### src/rtl/button_pkg.sv
// Shared FSM state type, default timing constants and counter sizing helper
// for the push-button bank.
package button_pkg;

   typedef enum logic [1:0] {
      RELEASED = 2'd0,
      PRESSED  = 2'd1,
      HELD     = 2'd2
   } btn_state_t;

   // Defaults assume a 100 MHz clock: 10 ms debounce, 500 ms long press, 100 ms repeat.
   localparam int DEFAULT_DEBOUNCE_LIMIT = 1_000_000;
   localparam int DEFAULT_LONG_LIMIT     = 50_000_000;
   localparam int DEFAULT_REPEAT_PERIOD  = 10_000_000;

   // Width of a counter that runs 0..limit-1; never narrower than one bit.
   function automatic int cnt_width(input int limit);
      return (limit < 2) ? 1 : $clog2(limit);
   endfunction

endpackage

### src/rtl/button_chan.sv
// One push-button channel: two-flop synchronizer, debounce filter and the
// RELEASED/PRESSED/HELD FSM. Auto-repeat exists only with BUTTON_BANK_REPEAT_EN.
module button_chan
   import button_pkg::*;
#(
   parameter int DEBOUNCE_LIMIT = DEFAULT_DEBOUNCE_LIMIT,
   parameter int LONG_LIMIT     = DEFAULT_LONG_LIMIT,
   parameter int REPEAT_PERIOD  = DEFAULT_REPEAT_PERIOD
) (
   input  logic clk,
   input  logic reset,
   input  logic pbi,
   output logic level,
   output logic press,
   output logic rel,
   output logic long,
   output logic rpt
);
   localparam int DB_W   = cnt_width(DEBOUNCE_LIMIT);
   localparam int LONG_W = cnt_width(LONG_LIMIT);
`ifdef BUTTON_BANK_REPEAT_EN
   localparam int RPT_W  = cnt_width(REPEAT_PERIOD);
   localparam int HOLD_W = (LONG_W > RPT_W) ? LONG_W : RPT_W;
   localparam logic [HOLD_W-1:0] RPT_LAST = HOLD_W'(REPEAT_PERIOD - 1);
`else
   localparam int HOLD_W = LONG_W;
`endif
   localparam logic [DB_W-1:0]   DB_LAST   = DB_W'(DEBOUNCE_LIMIT - 1);
   localparam logic [HOLD_W-1:0] LONG_LAST = HOLD_W'(LONG_LIMIT - 1);

   if (DEBOUNCE_LIMIT < 1 || LONG_LIMIT < 1 || REPEAT_PERIOD < 1) begin : g_bad_limits
      $error("button_chan: DEBOUNCE_LIMIT, LONG_LIMIT and REPEAT_PERIOD must be at least 1");
   end

   logic              r_sync1, r_sync2, r_level, r_press, r_rel, r_long;
   logic [DB_W-1:0]   r_db_cnt;
   logic [HOLD_W-1:0] r_hold_cnt;
   btn_state_t        r_state;

   logic              w_mismatch, w_toggle, w_rise, w_fall, w_long_next;
   logic [HOLD_W-1:0] w_hold_next;
   btn_state_t        w_state_next;
`ifdef BUTTON_BANK_REPEAT_EN
   logic              r_rpt, w_rpt_next;
`endif

   assign w_mismatch = r_sync2 ^ r_level;
   assign w_toggle   = w_mismatch && (r_db_cnt == DB_LAST);
   assign w_rise     = w_toggle & ~r_level;
   assign w_fall     = w_toggle & r_level;

   // A debounced fall always takes priority over the long/repeat thresholds.
   always_comb begin
      w_state_next = r_state;
      w_hold_next  = r_hold_cnt;
      w_long_next  = 1'b0;
`ifdef BUTTON_BANK_REPEAT_EN
      w_rpt_next   = 1'b0;
`endif
      case (r_state)
         RELEASED: begin
            w_hold_next = '0;
            if (w_rise) w_state_next = PRESSED;
         end
         PRESSED: begin
            if (w_fall) begin
               w_state_next = RELEASED;
               w_hold_next  = '0;
            end else if (r_hold_cnt == LONG_LAST) begin
               w_state_next = HELD;
               w_hold_next  = '0;
               w_long_next  = 1'b1;
            end else begin
               w_hold_next = r_hold_cnt + 1'b1;
            end
         end
         HELD: begin
            if (w_fall) begin
               w_state_next = RELEASED;
               w_hold_next  = '0;
            end
`ifdef BUTTON_BANK_REPEAT_EN
            else if (r_hold_cnt == RPT_LAST) begin
               w_hold_next = '0;
               w_rpt_next  = 1'b1;
            end else begin
               w_hold_next = r_hold_cnt + 1'b1;
            end
`endif
         end
         default: begin
            w_state_next = RELEASED;
            w_hold_next  = '0;
         end
      endcase
   end

   always_ff @(posedge clk) begin
      if (reset) begin
         r_sync1    <= 1'b0;
         r_sync2    <= 1'b0;
         r_level    <= 1'b0;
         r_db_cnt   <= '0;
         r_press    <= 1'b0;
         r_rel      <= 1'b0;
         r_long     <= 1'b0;
         r_hold_cnt <= '0;
         r_state    <= RELEASED;
      end else begin
         r_sync1    <= pbi;
         r_sync2    <= r_sync1;
         r_db_cnt   <= (!w_mismatch || w_toggle) ? '0 : r_db_cnt + 1'b1;
         if (w_toggle) r_level <= ~r_level;
         r_press    <= w_rise;
         r_rel      <= w_fall;
         r_long     <= w_long_next;
         r_hold_cnt <= w_hold_next;
         r_state    <= w_state_next;
      end
   end

`ifdef BUTTON_BANK_REPEAT_EN
   always_ff @(posedge clk) begin
      if (reset) r_rpt <= 1'b0;
      else       r_rpt <= w_rpt_next;
   end
   assign rpt = r_rpt;
`else
   assign rpt = 1'b0;
`endif

   assign level = r_level;
   assign press = r_press;
   assign rel   = r_rel;
   assign long  = r_long;

endmodule

### src/rtl/button_bank.sv
// Bank of N independent debounced push buttons with press/release/long/repeat pulses.
// Define BUTTON_BANK_REPEAT_EN for auto-repeat on rpt; release pulses appear on rel.
module button_bank
   import button_pkg::*;
#(
   parameter int N              = 5,
   parameter int DEBOUNCE_LIMIT = DEFAULT_DEBOUNCE_LIMIT,
   parameter int LONG_LIMIT     = DEFAULT_LONG_LIMIT,
   parameter int REPEAT_PERIOD  = DEFAULT_REPEAT_PERIOD
) (
   input  logic         clk,
   input  logic         reset,
   input  logic [N-1:0] pbi,
   output logic [N-1:0] level,
   output logic [N-1:0] press,
   output logic [N-1:0] rel,
   output logic [N-1:0] long,
   output logic [N-1:0] rpt
);
   if (N < 1 || N > 32) begin : g_bad_n
      $error("button_bank: N must be in 1..32");
   end

   for (genvar gi = 0; gi < N; gi++) begin : g_chan
      button_chan #(
         .DEBOUNCE_LIMIT (DEBOUNCE_LIMIT),
         .LONG_LIMIT     (LONG_LIMIT),
         .REPEAT_PERIOD  (REPEAT_PERIOD)
      ) u_chan (
         .clk   (clk),
         .reset (reset),
         .pbi   (pbi[gi]),
         .level (level[gi]),
         .press (press[gi]),
         .rel   (rel[gi]),
         .long  (long[gi]),
         .rpt   (rpt[gi])
      );
   end

endmodule

### config.mk
export PLATFORM = sky130hd
export DESIGN_NAME = button_bank
export DESIGN_NICKNAME = d
export VERILOG_FILES = /design/src/rtl/button_pkg.sv /design/src/rtl/button_chan.sv /design/src/rtl/button_bank.sv
export SDC_FILE = /design/constraint.sdc
export NUM_CORES = 1
export LEC_CHECK = 0
export ABC_AREA = 1
export BUFFER_PORTS_ARGS = -buffer_cell sky130_fd_sc_hd__buf_2
export CAP_MARGIN = 40
export CORE_UTILIZATION = 31
export DETAILED_ROUTE_END_ITERATION = 6
export PLACE_DENSITY = 0.42
export SLEW_MARGIN = 20
export SYNTH_ARGS = -nofsm -noshare
export SYNTH_HDL_FRONTEND = slang
export SYNTH_SLANG_ARGS = --single-unit
### constraint.sdc
create_clock -name clk -period 2.02 [get_ports clk]
set_input_delay 0.202 -clock clk [delete_from_list [all_inputs] [get_ports clk]]
set_output_delay 0.202 -clock clk [all_outputs]
set_load 0.005 [all_outputs]
==> metrics.md <==
| Metric | Value |
|---|---|
| Status | finished clean |
| Yosys cell types | 44 |
| Critical path class | register to register |
| Critical-path maximum fanout | 16 |
| Crit share post-route | 90.16% |
| GR Layer Usage met2 | 25.38% |
| # Max-Cap Violations | 0 |
| Crit path DAT | approximately 2.2 ns |
| Least-Margin Pin Slew | 0.5868 ns |
| Post-synthesis simple-gate area fraction | 42.57% |
| Final Hold Fails | 0 |
| Via count | 13810 |
| First-pass GRT wire length | 63.96 mm |
| Final Wtd Congestion | approximately 0.83 |
| Pwr Density | 673.6 mW/mm2 |
| Worst min path class | input pin to register |
| Routed wire length per instance | approximately 13 um |
| Worst slack, placed | 0.1139 ns |
| DRT Pass-1 Iters | 5 |
| RSZ-0062 raised after global routing | no |
| ANT nets after route | 0 |
| Seq/Total Area, Yosys | a little over a third |
| Cells on worst reg2reg path | 8 |
| Clock Path Buffers | 3 |
| Synth Cell Area | 0.01501 mm2 |
| CTS tree | yes |
| Achievable frequency | 549.1 MHz |
| #FFs+latches synth | 270 |
| Relative slew margins | 60.58% |
| Synth async-reset ratio | 0% |
| Synth Flop Type | dfxtp_1 |
| WP data required | 2.43 ns |
| GRT busiest layer | met2 |
| Die Wd | ~220 um |
| Crit. Startpoint | g_chan[2].u_chan.r_db_cnt[0] |
| # diodes | 0 |
| Number of I/O port buffers | 26 |
| Worst-skew pair later-pin latency | 0.55 ns |
| FP Rows | 80 |
| YS warnings | 0 |
| Nets@finish | 2373 |
| WHS Path Cells | 3 |
| Synth top area share | 36.02% |
| Synth Area in Compound Gates | under 10% |
| Worst min-delay path startpoint | reset |
| Synth Area in Adders | 0.8337% |
| H-tree lvl count | 2 |
| Setup violators final | 0 |
| Peak supply drop | 0.0005476 V |
| Die Ht | 222.0 um |
| Starting density of the core | 31.43% |
| All-layer global routing usage | between 10% and 20% |
| Remaining global-route overflow | 0 |
| Post-synth EDFFs | 0 |
| Synth Area in XOR/XNOR | about 5% |
| # DRC | 0 |
| Cts bufs inserted | 36 |
| Critical Path Source Type | register |
| Clock sinks | 270 |
| RR Startpoint | g_chan[2].u_chan.r_db_cnt[0] |
| Synth-to-layout area growth | 15.26% |
| CP Capture Type | register |
| Lkg Pwr | ~6.3 nW |
| Post-Route WL | 37.50 mm |
| Drt initial violations | 674 |
| Via density | 4.613 |
| Mux contribution to synthesized area | 0% |
| Total power | ~12 mW |
| Core Box Area | 0.04775 mm2 |
| Maximum number of pins on one net before global-route repair | 82 |
| IO Pins | 32 |
| Antenna violations before repair | 0 |
| Hpwl dp | 27.17 mm |
| # fillers | 5163 |
| Main combinational cell family by area after synthesis | simple AND/OR/NAND/NOR gates |
| Total negative setup slack | 0 ns |
| Total die area | a little under 0.05 mm2 |
| Clk Tree Root Cell | clkbuf_16 |
| Synth area leader | dfxtp_1 |
| M3 GR Usage | 2.611% |
| Worst setup margin | 0.1988 ns |
| Met1 Track Usage GR | 20.42% |
| Post-Syn Area per Cell | 6.577 um2 |
| Proportion of layout cells with a drive suffix above 1 | approximately a tenth |
| Clk_skew | 0.02678 ns |
| Clock Pin Slew Worst Setup and Hold Paths | approximately 0.060 ns |
| Synth top area cells | dfxtp_1 36%, nand2_1 12%, nor2_1 10% |
| Final min period | 1.821 ns |
| Synth Instances | ~2300 |
| Vias in the first global route | approximately 13000 |
| Max-slew violations | 0 |
==> registers in the layout, indices dropped and copies added, names as in the netlist <==
name / flops
g_chan.u_chan.long: 5
g_chan.u_chan.press: 5
g_chan.u_chan.r_sync1: 5
g_chan.u_chan.r_hold_cnt: 130
g_chan.u_chan.r_state: 10
g_chan.u_chan.level: 5
g_chan.u_chan.rel: 5
g_chan.u_chan.r_sync2: 5
g_chan.u_chan.r_db_cnt: 100
==> critical path, stage by stage, from the launching register on <==
cell and delay (ns):
dfxtp_1 0.36, ha_1 0.22, nand2_1 0.12, nor2_4 0.21, nand4_4 0.16, nand3_1 0.16
nand2_2 0.09, nand2_2 0.28, nor2_1 0.09
==> timing repair <==
| action | CTS | global route |
|---|---|---|
| gates resized for setup | 0 | 8 |
| endpoints found under the hold margin | 5 | 0 |
| hold buffers | 5 | 0 |
| buffers inserted | 0 | 2 |
| endpoints found under the setup margin | 0 | 29 |
==> metrics by stage <==
step           std cells  util (%)  instance area (um2)  hold WS (ns)
2_1_floorplan       2286         -                15020        0.3090
3_3_place_gp        2926     33.67                16080        0.3922
3_5_place_dp        2926     33.67                16080        0.3916
4_1_cts             2991     36.13                17250        0.1251
5_1_grt             2993     36.23                17300        0.1669
6_report            2993     36.23                17300        0.1520
==> cell usage after synthesis (all sizes together), types with 10 or more instances <==
master	n
a21oi	105
buf	54
clkbuf	23
dfxtp	270
ha	10
inv	275
nand2	508
nand3	244
nand3b	25
nand4	80
nor2	438
nor3	84
nor3b	14
o21ai	31
or2	10
xnor2	15
xor2	73
==> cell families (layout without fill, tap and decap cells) <==
group,count (synthesis),in the layout
flip-flops,270,270
buffers and inverters,352,444
adder cells (fa/ha/maj),10,10
AO/OA/AOI/OAI,149,149
XOR/XNOR,88,88
other,1,5
AND/OR/NAND/NOR,1412,1412
==> area by class of cell <==
| cell class | instances | area (um2) | area share (%) |
|---|---|---|---|
| multi-input cells | 1664 | 8110 | 46.88 |
| flip-flops and latches | 270 | 5405 | 31.25 |
| inverters | 275 | 1032 | 5.967 |
| clock buffers | 45 | 985.9 | 5.699 |
| repair buffers | 109 | 855.8 | 4.947 |
| well taps | 615 | 769.5 | 4.448 |
| clock inverters | 15 | 140.1 | 0.8101 |
==> power breakdown <==
| group | switching, mW | leakage [nW] | total, mW | internal (mW) |
|---|---|---|---|---|
| clock network | 2.49 | 0.552 | 6.19 | 3.70 |
| registers | 0.00647 | 2.18 | 5.35 | 5.34 |
| logic | 0.0805 | 3.56 | 0.115 | 0.0344 |
| total | 2.57 | 6.29 | 11.7 | 9.08 |
==> layout by cell type, fill, tap and decap left out, drive strengths merged, types with 4 or more instances in the layout <==
| cell | count |
|---|---|
| a21oi | 105 |
| buf | 104 |
| clkbuf | 45 |
| clkinv | 8 |
| conb | 5 |
| dfxtp | 270 |
| dlygate4sd3 | 5 |
| ha | 10 |
| inv | 277 |
| nand2 | 508 |
| nand3 | 244 |
| nand3b | 25 |
| nand4 | 80 |
| nor2 | 438 |
| nor3 | 84 |
| nor3b | 14 |
| nor4 | 4 |
| o21ai | 31 |
| o21bai | 4 |
| or2 | 10 |
| xnor2 | 15 |
| xor2 | 73 |
==> routing by layer <==
metal | vias up | routed length, um
met5 | - | 0
met4 | 0 | 740
met3 | 46 | 1199
met2 | 147 | 16840
met1 | 6187 | 18730
li1 | 7427 | -
==> final timing paths <==
kind	to	slack, ns
worst max-delay path	g_chan[2].u_chan.r_hold_cnt[21]	0.20
worst max register to register	g_chan[2].u_chan.r_hold_cnt[21]	0.20
worst min-delay path	g_chan[1].u_chan.r_sync1	0.15
worst min register to register	g_chan[4].u_chan.r_sync2	0.40
No activity file was read; power rests on OpenSTA's default activity.
